<file path="config.mk">
export PLATFORM = sky130hd
export DESIGN_NAME = hazard_ctrl
export DESIGN_NICKNAME = d
export VERILOG_FILES = /design/src/rtl/hazard_ctrl.sv
export SDC_FILE = /design/constraint.sdc
export NUM_CORES = 1
export LEC_CHECK = 0
export CORE_UTILIZATION = 49
export CTS_CLUSTER_SIZE = 20
export DETAILED_ROUTE_END_ITERATION = 10
export PLACE_DENSITY = 0.8
export SYNTH_ARGS = -nofsm -noshare
export SYNTH_HDL_FRONTEND = slang
export SYNTH_SLANG_ARGS = --single-unit
</file>
<file path="constraint.sdc">
create_clock -name clk -period 2.45 [get_ports clk]
set_input_delay 0.3675 -clock clk [delete_from_list [all_inputs] [get_ports clk]]
set_output_delay 0.3675 -clock clk [all_outputs]
set_load 0.02 [all_outputs]
</file>
<file path="src/rtl/hazard_ctrl.sv">
// hazard_ctrl: PC/IF-ID/ID-EX stall, flush and bubble control for the 5-stage MIPS core,
// with mult/div busy interlock, imem timeout detection and a saturating stall counter.
module hazard_ctrl #(
  parameter int MD_LAT       = 32,
  parameter int IMEM_TIMEOUT = 16,
  parameter int CNT_W        = 32
) (
  input  logic             clk,
  input  logic             rst,
  input  logic [4:0]       id_rs,
  input  logic [4:0]       id_rt,
  input  logic             id_uses_rs,
  input  logic             id_uses_rt,
  input  logic             id_uses_hilo,
  input  logic             ex_mem_read,
  input  logic [4:0]       ex_rt,
  input  logic             md_start,
  input  logic             branch_taken,
  input  logic             imem_ready,
  output logic             pc_we,
  output logic             if_id_ld,
  output logic             if_id_clr,
  output logic             id_ex_clr,
  output logic             md_busy,
  output logic [CNT_W-1:0] stall_cycles,
  output logic             imem_err,
  output logic             md_err
);
  localparam int MW = $clog2(MD_LAT + 1);
  localparam int IW = $clog2(IMEM_TIMEOUT + 1);

  logic [MW-1:0]    md_cnt_q, md_cnt_d;
  logic [IW-1:0]    imiss_q, imiss_d;
  logic [CNT_W-1:0] stall_q, stall_d;
  logic             imem_err_q, imem_err_d, md_err_q, md_err_d;
  logic             load_use, md_hazard, stall_id;

  assign md_busy      = md_cnt_q != '0;
  assign stall_cycles = stall_q;
  assign imem_err     = imem_err_q;
  assign md_err       = md_err_q;

  always_comb begin
    load_use   = ex_mem_read & (ex_rt != 5'd0) &
                 ((id_uses_rs & (ex_rt == id_rs)) | (id_uses_rt & (ex_rt == id_rt)));
    md_hazard  = id_uses_hilo & (md_busy | md_start);
    stall_id   = load_use | md_hazard;
    md_cnt_d   = (md_start && !md_busy) ? MW'(MD_LAT) : md_busy ? md_cnt_q - MW'(1) : md_cnt_q;
    imiss_d    = imem_ready ? '0 : (imiss_q == IW'(IMEM_TIMEOUT)) ? imiss_q : imiss_q + IW'(1);
    stall_d    = (stall_id && !(&stall_q)) ? stall_q + CNT_W'(1) : stall_q;
    imem_err_d = imem_err_q | (imiss_d == IW'(IMEM_TIMEOUT));
    md_err_d   = md_err_q | (md_start & md_busy);
    // stall masks the branch: the ID instruction that resolved it is not valid yet
    pc_we      = rst & ~stall_id & (branch_taken | imem_ready);
    if_id_ld   = rst & ~stall_id;
    if_id_clr  = rst & ~stall_id & (branch_taken | ~imem_ready);
    id_ex_clr  = rst & stall_id;
  end

  always_ff @(posedge clk or negedge rst) begin
    if (!rst) begin
      md_cnt_q   <= '0;
      imiss_q    <= '0;
      stall_q    <= '0;
      imem_err_q <= 1'b0;
      md_err_q   <= 1'b0;
    end else begin
      md_cnt_q   <= md_cnt_d;
      imiss_q    <= imiss_d;
      stall_q    <= stall_d;
      imem_err_q <= imem_err_d;
      md_err_q   <= md_err_d;
    end
  end
endmodule

</file>
==> metrics <==
clock tree buffer depth 2; n_diodes 0; largest net degree at the start of global routing 44; Final nets 355; Fmax 415 MHz; max_cap viols 0; clock root cell clkbuf_8; Post-Syn Area 0.00241 mm^2; Mapped Nets 265; total wire length 5330 um; Crit Reg-Reg Startpoint md_cnt_q[2]; Yosys cell types 41; Post-synth EDFFs 0; final setup skew 0.00425 ns; CP endpoint kind output port; Slew HR 58.6%; H-tree levels 2; post-placement worst setup slack -0.461 ns; R2R Setup Slk 0.10 ns; reg2reg end stall_cycles[1]; number of global-route vias before repair 1986; first-pass GRT wire length 8990 um; post-route ant nets 0; Core Footprint 0.00472 mm^2; area delta synth->final 39.8%; Max FO, Critical Path 3; Die Footprint 0.00520 mm^2; CTS Sinks 45; Mapped Cells 236; RSZ-0062 raised after global routing yes; # DRC 0; post-synth top area share 46.7%; Vias/cell 5.11; Initial Utilization 51.0%; Synth Area per Inst 10.2 um^2; Synth area leader dfrtp_1; Hold Path Class input pin to asynchronous set/reset pin; via count 2002; initial antenna violation count 0; Critical Path AT 2.04 ns; Tot GR Track Use 22.2%; Non-Filler Instances 392; Max VDD drop 0.600 mV; sequential share of the synthesized area 46.7%; Worst setup SP type register; Pre-antenna DRT Iters 4; die height 72.1 um; # IOs 63; Post-synth ARST share 100%; port bufs 62; Starting DRT DRC Count 87; Cells after DPL 384; Tot Pwr 2.21 mW; Fin. Hold Viols 0; Final Setup Violations 0; Synth Warn # 0; PD cells 655 mW/mm^2; Clock Latency Late Sink 0.29 ns; ranking of synthesized cells by area dfrtp_1 47%, xor2_1 10%, xnor2_1 6.5%; run status finished clean; DPL Wire Length 4020 um; crit share post-route 98.3%; Worst R2R Path Depth 7; Clock transition at path regs 0.07 ns; kind of critical path register to output port; Leakage 1.54 nW; final global-route overflow total 0; Worst Max-Slew Pin Slew 0.620 ns; most frequent cells in the layout 56 x clkdlybuf4s50_1, 45 x dfrtp_1, 28 x xor2_1; FP Rows 25; Num CTS Buffers 5; ratio of cells with drive above 1 in the final layout 15.7%; Worst Path Required 2.08 ns; Slew Viols, Final 0; GPL Wtd Cong 0.823; most common cell after layout, fill and taps aside clkdlybuf4s50_1; Setup WS post-layout 0.0422 ns; TritonCTS clock tree yes; Synth Flop Type dfrtp_1; Die W 72.1 um; Seq cells post-synth 45; post-route minimum period 2.41 ns; drt wl/cell 13.6 um
==> registers in the layout (all words and copies together) (netlist names) <==
| name | count |
|---|---|
| imiss_q | 5 |
| md_err | 1 |
| stall_cycles | 32 |
| imem_err | 1 |
| md_cnt_q | 6 |
==> routing by layer <==
metal  up-vias  part of all wire (%)  GRT usage, %
met2        36                    48          35.9
met5         -                     0             0
li1        996                     -             -
met4         0                   1.9          6.97
met1       961                    47          29.8
met3         9                   3.1          4.86
==> what timing repair did <==
item                                    in CTS  in global routing
resized for setup                           17                  8
setup buffers                                0                  1
endpoints found under the setup margin       5                 10
pin swaps                                    0                  3
hold endpoints to repair                     2                  0
hold buffers                                 1                  0
==> cell usage after synthesis (2+ instances only) <==
master / instances
nand3_1: 9
dfrtp_1: 45
buf_4: 3
nor2b_1: 3
clkbuf_1: 2
xnor2_1: 18
o21ai_0: 2
a21oi_1: 3
and3_1: 5
nor3_1: 16
and4_1: 4
or3_1: 6
nor2_1: 13
nor4_1: 8
nor3_2: 3
xor2_1: 28
nand2_1: 17
ha_1: 5
nand4_1: 8
o31ai_1: 2
a21o_1: 2
inv_1: 15
==> worst max-delay path, cell delays in order, from the launching register on <==
cell     delay (ns)
dfrtp_1        0.41
or3_4          0.38
o41a_1         0.47
a21oi_2        0.16
nand2_2        0.09
a21oi_2        0.10
buf_4          0.14
==> logic make-up (layout without fill, tap and decap cells) <==
family                     count (synthesis)  in the layout  share of synthesized area (%)
and+or+nand+nor                          101            101                           24.1
muxes                                      3              3                           1.35
DFF                                       45             45                           46.7
AOI/OAI and AO/OA                         15             15                           4.41
xor gates and xnor gates                  46             46                           16.7
buffers and inverters                     21            110                           4.05
adders and majority gates                  5              5                           2.60
==> cell type report <==
class                           instances  area, um^2
Inverter                               15        56.3
Timing Repair Buffer                   89         821
Clock inverter                          1        5.00
Sequential cell                        45        1130
Multi-Input combinational cell        170        1210
Fill cell                             358        1360
Tap cell                               67        83.8
Clock buffer                            5        68.8
==> worst max-delay path by stage <==
stage,cells past startpoint,to,from,slack (ns)
after floorplan,5,if_id_clr,md_cnt_q[3],0.26
after global placement,7,if_id_clr,ex_rt[1],-0.44
after detailed placement,7,if_id_clr,ex_rt[1],-0.46
after CTS,7,if_id_ld,ex_rt[1],0.006
after global routing,6,if_id_clr,md_cnt_q[2],-0.04
final,6,if_id_clr,md_cnt_q[2],0.04
==> where the power goes <==
part	switching [mW]	internal, mW	leakage, nW
sequential	0.124	0.861	0.570
combinational	0.382	0.422	0.932
clock	0.228	0.188	0.0399
==> through the flow <==
step                setup TNS (ns)  utilization (%)  area [um^2]  hold slack [ns]
finish                           0             71.3         3370            0.419
global route                -0.125             71.3         3370            0.414
CTS                              0             70.7         3340            0.409
detailed placement           -3.47             69.2         3270            0.185
global placement             -2.86             69.2         3270            0.183
floorplan                        0                -         2410           0.0719
(Power assumes the default switching activity.)
